**config.mk**
```make
export PLATFORM = sky130hd
export DESIGN_NAME = i2c_transfer_arbiter
export DESIGN_NICKNAME = d
export VERILOG_FILES = /design/src/rtl/i2c_arbiter_pkg.sv /design/src/rtl/i2c_transfer_arbiter_rr_grant.sv /design/src/rtl/i2c_transfer_arbiter.sv
export SDC_FILE = /design/constraint.sdc
export NUM_CORES = 1
export LEC_CHECK = 0
export BUFFER_PORTS_ARGS = -buffer_cell sky130_fd_sc_hd__buf_2
export CAP_MARGIN = 20
export CORE_MARGIN = 5
export CORE_UTILIZATION = 52
export CTS_CLUSTER_SIZE = 10
export DETAILED_ROUTE_END_ITERATION = 16
export GPL_TIMING_DRIVEN = 0
export PLACE_DENSITY = 0.93
export SYNTH_ARGS = -nofsm -noshare
export SYNTH_HDL_FRONTEND = slang
export SYNTH_SLANG_ARGS = --single-unit
```
**constraint.sdc**
```tcl
create_clock -name clock -period 3.6 [get_ports clock]
set_input_delay 0.54 -clock clock [delete_from_list [all_inputs] [get_ports clock]]
set_output_delay 0.54 -clock clock [all_outputs]
set_load 0.01 [all_outputs]
```
**src/rtl/i2c_arbiter_pkg.sv**
```systemverilog
// Shared types for the I2C transfer arbiter and its helpers.
package i2c_arbiter_pkg;

  typedef enum logic [1:0] {
    IDLE     = 2'd0,
    ISSUE    = 2'd1,
    WAIT     = 2'd2,
    COMPLETE = 2'd3
  } state_t;

  typedef struct packed {
    logic       direction;
    logic [7:0] slave_address;
    logic [7:0] register_address;
    logic [7:0] data;
  } i2c_request_t;

  localparam int FIELD_W = 8;

endpackage

```
**src/rtl/i2c_transfer_arbiter_rr_grant.sv**
```systemverilog
// Rotating priority encoder: picks the first asserted request at or above
// ptr_i, wrapping past the top back to index 0.
module rr_grant #(
  parameter int N     = 4,
  parameter int IDX_W = (N > 1) ? $clog2(N) : 1
) (
  input  logic [N-1:0]     req_i,
  input  logic [IDX_W-1:0] ptr_i,
  output logic [N-1:0]     grant_o,
  output logic [IDX_W-1:0] index_o,
  output logic             any_o
);

  localparam logic [IDX_W:0] NUM_L = (IDX_W + 1)'(N);

  logic             found;
  logic [IDX_W:0]   cand;
  logic [IDX_W-1:0] idx;

  // Walk the candidates in priority order starting at the pointer; the first hit wins.
  always_comb begin
    grant_o = '0;
    index_o = '0;
    found   = 1'b0;
    cand    = '0;
    idx     = '0;
    for (int k = 0; k < N; k++) begin
      cand = {1'b0, ptr_i} + (IDX_W + 1)'(k);
      if (cand >= NUM_L) begin
        cand = cand - NUM_L;
      end
      idx = cand[IDX_W-1:0];
      if (!found && req_i[idx]) begin
        grant_o[idx] = 1'b1;
        index_o      = idx;
        found        = 1'b1;
      end
    end
  end

  assign any_o = found;

endmodule

```
**src/rtl/i2c_transfer_arbiter.sv**
```systemverilog
// Shares one I2C transfer engine among several requesters with round-robin
// priority, gates the SCL timebase around each transfer and aborts transfers
// whose done never arrives.
module i2c_transfer_arbiter
  import i2c_arbiter_pkg::*;
#(
  parameter int N_REQUESTERS   = 4,
  parameter int TIMEOUT_CYCLES = 65535,
  parameter int TIMEOUT_WIDTH  = 17
) (
  input  logic                              clock,
  input  logic                              reset,
  input  logic [N_REQUESTERS-1:0]           req_valid,
  output logic [N_REQUESTERS-1:0]           req_ready,
  input  logic [N_REQUESTERS-1:0]           req_direction,
  input  logic [FIELD_W*N_REQUESTERS-1:0]   req_slave_address,
  input  logic [FIELD_W*N_REQUESTERS-1:0]   req_register_address,
  input  logic [FIELD_W*N_REQUESTERS-1:0]   req_data,
  output logic [N_REQUESTERS-1:0]           rsp_valid,
  output logic                              rsp_timeout,
  output logic                              i2c_start,
  output logic                              i2c_direction,
  output logic [FIELD_W-1:0]                i2c_slave_address,
  output logic [FIELD_W-1:0]                i2c_register_address,
  output logic [FIELD_W-1:0]                i2c_data,
  input  logic                              i2c_done,
  output logic                              i2c_timebase_enable,
  output logic                              busy
);

  localparam int IDX_W = (N_REQUESTERS > 1) ? $clog2(N_REQUESTERS) : 1;
  localparam logic [IDX_W-1:0]         LAST_IDX     = IDX_W'(N_REQUESTERS - 1);
  localparam logic [TIMEOUT_WIDTH-1:0] EXPIRE_COUNT = TIMEOUT_WIDTH'(TIMEOUT_CYCLES - 1);

  state_t                    state_q;
  logic [IDX_W-1:0]          ptr_q;
  logic [IDX_W-1:0]          ptr_d;
  logic [IDX_W-1:0]          owner_q;
  logic [TIMEOUT_WIDTH-1:0]  wd_q;
  logic [TIMEOUT_WIDTH-1:0]  wd_d;
  logic                      done_prev_q;
  logic                      done_edge;
  i2c_request_t              fields_q;
  i2c_request_t              sel_d;
  logic                      start_q;
  logic                      tbe_q;
  logic                      busy_q;
  logic [N_REQUESTERS-1:0]   rsp_valid_q;
  logic                      rsp_timeout_q;
  logic [N_REQUESTERS-1:0]   owner_mask;

  logic [N_REQUESTERS-1:0]   grant;
  logic [IDX_W-1:0]          grant_idx;
  logic                      grant_any;

  rr_grant #(
    .N     (N_REQUESTERS),
    .IDX_W (IDX_W)
  ) u_rr_grant (
    .req_i   (req_valid),
    .ptr_i   (ptr_q),
    .grant_o (grant),
    .index_o (grant_idx),
    .any_o   (grant_any)
  );

  // Only the winning requester's fields reach the capture registers.
  always_comb begin
    sel_d = '0;
    for (int i = 0; i < N_REQUESTERS; i++) begin
      if (grant[i]) begin
        sel_d.direction        = req_direction[i];
        sel_d.slave_address    = req_slave_address[FIELD_W*i +: FIELD_W];
        sel_d.register_address = req_register_address[FIELD_W*i +: FIELD_W];
        sel_d.data             = req_data[FIELD_W*i +: FIELD_W];
      end
    end
  end

  assign req_ready  = (state_q == IDLE) ? grant : '0;
  assign done_edge  = i2c_done & ~done_prev_q;
  assign wd_d       = wd_q + TIMEOUT_WIDTH'(1);
  assign ptr_d      = (owner_q == LAST_IDX) ? '0 : owner_q + IDX_W'(1);
  assign owner_mask = N_REQUESTERS'(1) << owner_q;

  // Transfer sequencer; the watchdog starts counting in the start-pulse cycle
  // so an abort lands exactly TIMEOUT_CYCLES after the start pulse.
  always_ff @(posedge clock) begin
    if (reset) begin
      state_q       <= IDLE;
      ptr_q         <= '0;
      owner_q       <= '0;
      wd_q          <= '0;
      done_prev_q   <= 1'b0;
      fields_q      <= '0;
      start_q       <= 1'b0;
      tbe_q         <= 1'b0;
      busy_q        <= 1'b0;
      rsp_valid_q   <= '0;
      rsp_timeout_q <= 1'b0;
    end else begin
      done_prev_q   <= i2c_done;
      start_q       <= 1'b0;
      rsp_valid_q   <= '0;
      rsp_timeout_q <= 1'b0;
      case (state_q)
        IDLE: begin
          if (grant_any) begin
            fields_q <= sel_d;
            owner_q  <= grant_idx;
            start_q  <= 1'b1;
            tbe_q    <= 1'b1;
            busy_q   <= 1'b1;
            wd_q     <= '0;
            state_q  <= ISSUE;
          end
        end
        ISSUE: begin
          wd_q    <= wd_d;
          state_q <= WAIT;
        end
        WAIT: begin
          wd_q <= wd_d;
          if (done_edge) begin
            rsp_valid_q   <= owner_mask;
            rsp_timeout_q <= 1'b0;
            tbe_q         <= 1'b0;
            state_q       <= COMPLETE;
          end else if (wd_q == EXPIRE_COUNT) begin
            rsp_valid_q   <= owner_mask;
            rsp_timeout_q <= 1'b1;
            tbe_q         <= 1'b0;
            state_q       <= COMPLETE;
          end
        end
        COMPLETE: begin
          ptr_q   <= ptr_d;
          busy_q  <= 1'b0;
          state_q <= IDLE;
        end
        default: begin
          state_q <= IDLE;
        end
      endcase
    end
  end

  assign rsp_valid            = rsp_valid_q;
  assign rsp_timeout          = rsp_timeout_q;
  assign i2c_start            = start_q;
  assign i2c_direction        = fields_q.direction;
  assign i2c_slave_address    = fields_q.slave_address;
  assign i2c_register_address = fields_q.register_address;
  assign i2c_data             = fields_q.data;
  assign i2c_timebase_enable  = tbe_q;
  assign busy                 = busy_q;

endmodule

```
==> results of run 1 <==
[metrics by stage]
step | hold slack [ns] | TNS, ns
floorplan | 0.459 | 0
global placement | 0.469 | -0.199
detailed placement | 0.480 | -0.384
CTS | 0.404 | 0
global route | 0.418 | 0
finish | 0.410 | 0
[layer usage]
layer / track usage [%] / up-vias
met3: 7.99 / 70
met1: 34.1 / 2383
li1: - / 2383
met5: 0 / -
met2: 48.2 / 373
met4: 17.6 / 0
[report_power, final]
group,switching (mW),internal (mW),total [mW]
combinational,1.32,0.783,2.10
clock,0.295,0.428,0.723
sequential,0.134,0.822,0.956
total,1.74,2.03,3.78
[layout make-up]
class / instances / area, µm²
repair buffers: 156 / 813
multi-input cells: 426 / 3010
fillers: 670 / 2610
plain buffers: 49 / 278
inverters: 10 / 37.5
clock buffers: 12 / 155
flip-flops and latches: 57 / 1150
well taps: 105 / 131
clock inverters: 4 / 75.1
[logic make-up after synthesis]
kind of cell             after synthesis
AND/OR/NAND/NOR                      199
AO/OA/AOI/OAI                        187
buffers and inverters                 62
flip-flops                            57
adder cells (fa/ha/maj)               17
XOR/XNOR                              14
multiplexers                           9
[what timing repair did]
| action | in CTS | in global routing |
|---|---|---|
| pin swaps | 0 | 1 |
| resized for setup | 9 | 7 |
| buffers inserted | 1 | 12 |
| setup endpoints to repair | 3 | 3 |
[synthesized netlist by cell type, drive strengths merged (2+ instances only)]
cell type,instances,area share [%]
nor2b,7,0.99
nand4,5,0.71
xor2,2,0.40
mux2,2,0.51
nand3b,5,0.85
a2111oi,25,5.0
a21oi,64,7.3
o31ai,25,4.2
a21o,3,0.51
inv,10,0.85
nor4,29,4.2
o21bai,2,0.34
mux2i,3,0.68
buf,26,4.2
ha,17,4.8
dfxtp,57,26
nor3,7,0.79
xnor2,12,2.4
a221oi,4,1.2
o21ai,5,0.57
o21a,26,4.4
nand2,38,3.3
and2,7,0.99
or3,2,0.28
clkbuf,26,2.2
a22o,2,0.40
nand2b,2,0.28
mux4,4,2.0
nand3,5,0.57
and3,7,0.99
nor3b,25,6.5
a211oi,26,4.4
nor2,55,5.0
[sequential cells by signal, indices dropped and copies added, names as in the netlist, 2 cells and up]
| register | count |
|---|---|
| owner_q | 2 |
| rsp_valid | 4 |
| state_q | 2 |
| i2c_slave_address | 8 |
| ptr_q | 2 |
| wd_q | 17 |
| i2c_register_address | 8 |
| i2c_data | 8 |
[worst max path at each step]
stage / startpoint / end / slack, ns / cells after the start
after global routing: ptr_q[0] / req_ready[3] / 0.002 / 9
after detailed placement: ptr_q[0] / req_ready[2] / -0.18 / 10
after floorplan: ptr_q[0] / req_ready[3] / 0.51 / 9
final: ptr_q[0] / req_ready[3] / 0.06 / 9
after CTS: ptr_q[0] / req_ready[2] / 0.01 / 9
after global placement: ptr_q[0] / req_ready[2] / -0.11 / 10
[worst max-delay path, cell delays in order (launching register included)]
cell and delay [ns]:
dfxtp_4 0.39, buf_6 0.15, inv_1 0.11, ha_4 0.32, mux4_2 0.43, or4b_1 0.57
buf_6 0.18, nor2_8 0.18, o21a_1 0.17, buf_2 0.14
[layout by cell type (no fill, tap or decap), drive strengths merged, types with 2 or more instances in the layout]
cell      instances
a221oi            4
o21a             26
ha               17
mux2i             3
nor2b             7
or3               2
o31ai            25
nand3b            5
nand4             5
a22o              2
inv              10
nand2            38
nand2b            2
a21o              3
clkinvlp          2
mux2              2
dfxtp            57
a21oi            64
a2111oi          25
o21bai            2
xor2              2
nor2             55
clkbuf           36
a211oi           26
nand3             5
and2              7
mux4              4
nor3b            25
and3              7
nor4             29
buf             181
nor3              7
xnor2            12
o21ai             5
bufinv            2
==> out/summary.txt, run 1 <==
Layout Skew -> 0.0123 ns
Post-Synth Adder-Cell Area -> 4.81%
Ys async rst share -> 0%
Post-Route M1 WL -> 5.83 mm
Initial core utilization -> 53.5%
Worst Path Arrival -> 3.00 ns
Vias per inst -> 6.36
Post-synth EDFFs -> 0
Hold_sp -> req_data[0]
Ant diodes -> 0
Total GRT Usage -> 29.4%
Final Cell Area -> 5640 µm²
Hold path endpoint -> i2c_data[0]
Largest net degree at the start of global routing -> 18
Worst-path maximum fanout -> 10
Post-Route Utilization -> 68.3%
Hold Vio Cnt, Final -> 0
Synth Instances -> 545
Area after DPL -> 5270 µm²
Placed instance count -> 793
Die area -> 10,400 µm²
Inserted Clock Buffers -> 9
Area grow syn2layout -> 27.6%
Skew-Pair Late Insertion Delay -> 0.36 ns
Routed Antenna Nets -> 0
Max Root-Sink Buffers -> 2
Ratio of cells with drive above 1 in the final layout -> 32.4%
Worst min-delay path class -> primary input to register
Largest family of logic cells by synthesized area -> compound AO/OA/AOI/OAI gates
Clock root buffer -> clkbuf_8
Overflow after GRT -> 0
Final WS setup -> 0.0645 ns
Die X -> 102 µm
Cell Pwr Density -> 669 nW/µm²
Seq cells post-synth -> 57
Routed Wire Length -> 15.8 mm
Chip Height -> 102 µm
Fmax achieved -> 283 MHz
Leakage power -> 2.23 nW
First-pass GRT wire length -> 24.5 mm
Top sig layer -> met4
Dpl ws -> -0.178 ns
CTS Sinks -> 57
CP Capture Type -> output port
Vias in the first global route -> 5,200
CORE AREA -> 8260 µm²
Iter 0 DRT Violations -> 506
Via count -> 5,209
Worst endpoint required time -> 3.06 ns
Fin crit period -> 3.54 ns
Setup Viol. Count Final -> 0
Initial antenna violation count -> 0
I/O Buffers -> 143
FF-to-FF End -> i2c_data[5]
Syn avg cell area -> 8.11 µm²
CTS tree -> yes
Post-synthesis simple-gate area fraction -> 26.9%
H-tree depth -> 3
Flop2flop setup slack -> 0.23 ns
Row count -> 33
Post-synthesis cell type count -> 53
Synth Area in Compound Gates -> 29.2%
Post-synthesis mux area share -> 3.23%
Cell Count, Final, Fillers Out -> 819
Reg2Reg Depth -> 14
Ys Warns -> 0
Status -> finished clean
Max VDD drop -> 0.398 mV
# DRC -> 0
Worst rel slew slack -> 61.8%
Routed wl met3 -> 1.84 mm
R2R Path Start -> ptr_q[0]
Post-DP HPWL -> 11.4 mm
Most used DFF post-synth -> dfxtp_1
Final Max Slew Viols -> 0
Post-synthesis sequential area ratio -> 25.8%
Syn Nets -> 669
Cell Area, Synth -> 4420 µm²
GPL Wtd Cong -> 0.927
Worst Max-Slew Pin Slew -> 0.573 ns
DRT Pass-1 Iters -> 5
Final Total Pwr -> 3.78 mW
Final period util -> 98.2%
Hold Buf Count CTS -> 0
Hold Path Stages -> 3
CP Class -> register to output port
Maxcap violations -> 0
Boundary Pins -> 144
Final net count -> 833
WL per Instance -> 19.3 µm
CP Launch Type -> register
Post-Synth XOR/XNOR Area -> 2.77%
Worst-path clk slew -> 0.08 ns
Setup repair after global routing missed its margin -> no
Routed wl met2 -> 7.45 mm
Power figures use the tool's default switching activity.
==> inputs of run 2 (changes only) <==
- CORE_ASPECT_RATIO: unset -> 1.4
==> out/summary.txt, run 2 (synthesis gave the netlist of run 1 again) <==
First-pass GRT wire length -> 24.5 mm
Boundary Pins -> 144
Maxcap violations -> 0
Area grow syn2layout -> 30.1%
CTS Sinks -> 57
Ratio of cells with drive above 1 in the final layout -> 32.9%
# DRC -> 0
WL per Instance -> 18.6 µm
Most frequent cells in the layout -> buf_2 (152), a21oi_1 (61), dfxtp_1 (55), nor2_1 (54), nand2_1 (37)
Area of the multi-input gates -> 3000 µm²
Skew-Pair Late Insertion Delay -> 0.34 ns
DRT Pass-1 Iters -> 6
Worst-path maximum fanout -> 10
Ant diodes -> 0
Clock root buffer -> clkbuf_16
CP Class -> register to output port
CTS tree -> yes
Most common cell after layout, fill and taps aside -> buf_2
Worst min-delay path class -> primary input to register
Max VDD drop -> 0.438 mV
Routed Antenna Nets -> 0
Fill count -> 645
Leakage power -> 2.30 nW
Final net count -> 839
Inserted Clock Buffers -> 9
Hold Buf Count CTS -> 0
Fin crit period -> 3.51 ns
Setup Viol. Count Final -> 0
Via count -> 5,188
Slowest CP cell -> or4b_1
Cell family with most CP delay -> simple AND/OR/NAND/NOR gates
Final Max Slew Viols -> 0
Routed Wire Length -> 15.3 mm
CP Capture Type -> output port
Dpl ws -> -0.156 ns
Buf+Inv Stages, Crit Path -> 4
CP cell instances -> buf_6 > clkinvlp_4 > ha_4 > mux4_2 > or4b_1 > buf_4 > nor2_8 > o21a_1 > buf_2
Initial antenna violation count -> 0
Cell Count, Final, Fillers Out -> 822
Setup_tns -> 0 ns
Post-Route Utilization -> 69.8%
Worst Max-Slew Pin Slew -> 0.650 ns
Overflow after GRT -> 0
Total GRT Usage -> 28.8%
Fmax achieved -> 285 MHz
Worst-path clk slew -> 0.06 ns
Post-DP HPWL -> 11.4 mm
Iter 0 DRT Violations -> 515
Die area -> 10,500 µm²
CP Launch Type -> register
Final period util -> 97.6%
Status -> finished clean
Vias in the first global route -> 5,167
Register bank with the most flops -> wd_q
Worst endpoint required time -> 3.06 ns
CORE AREA -> 8250 µm²
H-tree depth -> 3
Placed instance count -> 790
Max Root-Sink Buffers -> 2
Chip Height -> 119 µm
Layout Skew -> 0.00806 ns
Initial core utilization -> 53.6%
Row count -> 39
Max reg flops -> 17
Hold Vio Cnt, Final -> 0
Final WS setup -> 0.0857 ns
I/O Buffers -> 143
Vias per inst -> 6.31
Worst Path Arrival -> 2.97 ns
GPL Wtd Cong -> 0.929
Worst rel slew slack -> 55.6%
Die X -> 87.9 µm
Largest net degree at the start of global routing -> 16
Seq. cell area -> 1150 µm²
Critical path's largest stage delay -> 0.54 ns
Cell Pwr Density -> 690 nW/µm²
run 2: worst paths after layout:
check                              start                    to  slack, ns  cells past startpoint
worst max-delay path            ptr_q[0]          req_ready[3]       0.09                      9
worst min-delay path            i2c_done           done_prev_q       0.44                      2
worst max register to register  ptr_q[0]  i2c_slave_address[2]       0.28                     13
worst min register to register      busy                  busy       0.50                      2
run 2: power by group:
part	total (mW)	internal, mW	switching, mW	leakage [nW]
clock	0.913	0.602	0.312	0.152
combinational	2.10	0.798	1.30	1.68
sequential	0.953	0.824	0.129	0.469
total	3.97	2.22	1.75	2.30
run 2: per-stage QoR:
step / power, mW / hold WS, ns / instance area (µm²)
6_report: 3.97 / 0.437 / 5750
5_1_grt: 4.21 / 0.440 / 5750
4_1_cts: 3.86 / 0.433 / 5630
3_5_place_dp: 2.92 / 0.490 / 5270
3_3_place_gp: 2.86 / 0.461 / 5270
2_1_floorplan: 2.27 / 0.459 / 4420
run 2: repair_timing:
| action | CTS | global route |
|---|---|---|
| resized for setup | 9 | 7 |
| pin swaps | 2 | 3 |
| cloned | 0 | 0 |
| setup endpoints to repair | 3 | 3 |
| buffers inserted | 3 | 14 |
run 2: metal layers:
layer  routed length [µm]  vias to the layer above  track usage, %
met5                    0                        -               0
met4                  722                        0            13.4
met3                 1410                       66            6.28
met2                 7540                      303            50.5
met1                 5600                     2421            32.5
li1                     -                     2398               -
run 2: final cells by class:
type,count,share of cell area [%]
tap,102,2.22
multi-input combinational,426,52.1
clock inverter,6,1.44
buffer,51,4.94
sequential,57,19.9
inverter,10,0.718
timing repair buffer,160,14.7
clock buffer,10,3.98
==> inputs of run 3 (changes only) <==
- CORE_ASPECT_RATIO: 1.4 -> 1.2
- REMOVE_ABC_BUFFERS: unset -> 1
==> out/summary.txt, run 3 (synthesis gave the netlist of run 1 again) <==
DRT Pass-1 Iters -> 5
Setup Viol. Count Final -> 0
Vias in the first global route -> 5,114
CORE AREA -> 8200 µm²
Flop2flop setup slack -> 0.17 ns
Most common cell after layout, fill and taps aside -> buf_2
First-pass GRT wire length -> 24.2 mm
Max VDD drop -> 0.374 mV
CTS Sinks -> 57
Worst endpoint required time -> 3.06 ns
Final Max Slew Viols -> 0
CTS tree -> yes
Ratio of cells with drive above 1 in the final layout -> 32.8%
Most frequent cells in the layout -> buf_2 (143), a21oi_1 (60), dfxtp_1 (55), nor2_1 (54), nand2_1 (37)
Vias per inst -> 6.58
Boundary Pins -> 144
Slowest CP cell -> dfxtp_4
Worst-path clk slew -> 0.08 ns
CP cell instances -> inv_1 > ha_4 > mux4_2 > nand3b_1 > a21oi_2 > a21o_4 > and2_1 > buf_2
Max reg flops -> 17
Final Total Pwr -> 3.81 mW
Inserted Clock Buffers -> 9
Register bank with the most flops -> wd_q
Worst rel slew slack -> 42.4%
Final period util -> 96.6%
Setup_tns -> 0 ns
Worst Max-Slew Pin Slew -> 0.863 ns
Cell Pwr Density -> 682 nW/µm²
Die X -> 94.2 µm
CP Class -> register to output port
Area after DPL -> 5100 µm²
Iter 0 DRT Violations -> 498
Fmax achieved -> 288 MHz
H-tree depth -> 3
Max Root-Sink Buffers -> 2
Worst hold margin -> 0.421 ns
Critical path's largest stage delay -> 0.47 ns
Final Cell Area -> 5590 µm²
I/O Buffers -> 143
Routed Wire Length -> 15.5 mm
Overflow after GRT -> 0
Via count -> 5,175
Worst min-delay path class -> primary input to register
Maxcap violations -> 0
Chip Height -> 111 µm
CP Capture Type -> output port
Post-DP HPWL -> 9.63 mm
GPL Wtd Cong -> 0.869
Worst-path maximum fanout -> 16
Fin crit period -> 3.48 ns
# DRC -> 0
Leakage power -> 2.16 nW
Row count -> 36
Status -> finished clean
Die area -> 10,500 µm²
CP Launch Type -> register
Area grow syn2layout -> 26.4%
Final WS setup -> 0.122 ns
Total GRT Usage -> 28.4%
Initial antenna violation count -> 0
Fill count -> 675
WL per Instance -> 19.7 µm
Skew-Pair Late Insertion Delay -> 0.35 ns
Hold Buf Count CTS -> 0
Worst Path Arrival -> 2.94 ns
Initial core utilization -> 53.9%
Hold Vio Cnt, Final -> 0
Largest net degree at the start of global routing -> 54
Setup repair after global routing missed its margin -> yes
Dpl ws -> -1.34 ns
Layout Skew -> 0.0121 ns
Final net count -> 792
Ant diodes -> 0
Routed Antenna Nets -> 0
Clock root buffer -> clkbuf_8
-- run 3: cell count changes in the layout (fill, tap and decap cells not counted), moves of 2 or more --
cell	change
clkbuf_16	-9
buf_4	-10
buf_2	-9
a21oi_2	+2
buf_16	+2
clkinv_2	-2
clkbuf_8	+10
clkbuf_1	-23
nor2_4	+2
buf_1	-5
buf_6	-9
clkbuf_2	-2
-- run 3: final timing paths --
kind	start	endpoint	depth (start not counted)
hold reg to reg	i2c_timebase_enable	i2c_timebase_enable	2
setup / recovery	ptr_q[0]	req_ready[1]	8
hold / removal	req_slave_address[1]	i2c_slave_address[1]	3
setup reg to reg	ptr_q[0]	wd_q[12]	7
-- run 3: area by class of cell --
class | instances | area (µm²) | area share, %
Tap cell | 114 | 143 | 2.55
Sequential cell | 57 | 1150 | 20.5
Timing Repair Buffer | 157 | 881 | 15.8
Clock inverter | 5 | 103 | 1.84
Inverter | 10 | 37.5 | 0.671
Multi-Input combinational cell | 433 | 3140 | 56.1
Clock buffer | 11 | 141 | 2.53
-- run 3: layer usage --
metal	part of all wire [%]	wire (µm)	global-route usage (%)
met5	0	0	0
met4	3.2	500	12.2
met1	37	5690	33.2
met2	49	7570	47.4
met3	11	1760	8.49
-- run 3: repair_timing --
item,CTS,global route
cloned,5,2
endpoints found under the setup margin,49,44
pin swaps,5,2
resized for setup,13,7
setup buffers,4,6
-- run 3: worst max-delay path, delay by kind of cell, from the launching register on --
| family | cells | cell delay [ns] |
|---|---|---|
| adders and majority gates | 1 | 0.34 |
| DFF | 1 | 0.47 |
| muxes | 1 | 0.43 |
| AOI/OAI and AO/OA | 2 | 0.68 |
| and+or+nand+nor | 2 | 0.37 |
| buffers and inverters | 2 | 0.29 |
-- run 3: where the power goes --
part / leakage (nW) / internal (mW) / switching (mW)
clock: 0.120 / 0.478 / 0.286
combinational: 1.57 / 0.786 / 1.31
sequential: 0.469 / 0.822 / 0.133
total: 2.16 / 2.09 / 1.73
-- run 3: per-stage QoR --
stage          std cells  util, %
2_1_floorplan        493        -
3_3_place_gp         750     60.9
3_5_place_dp         754     62.2
4_1_cts              779     66.9
5_1_grt              787     68.2
6_report             787     68.2
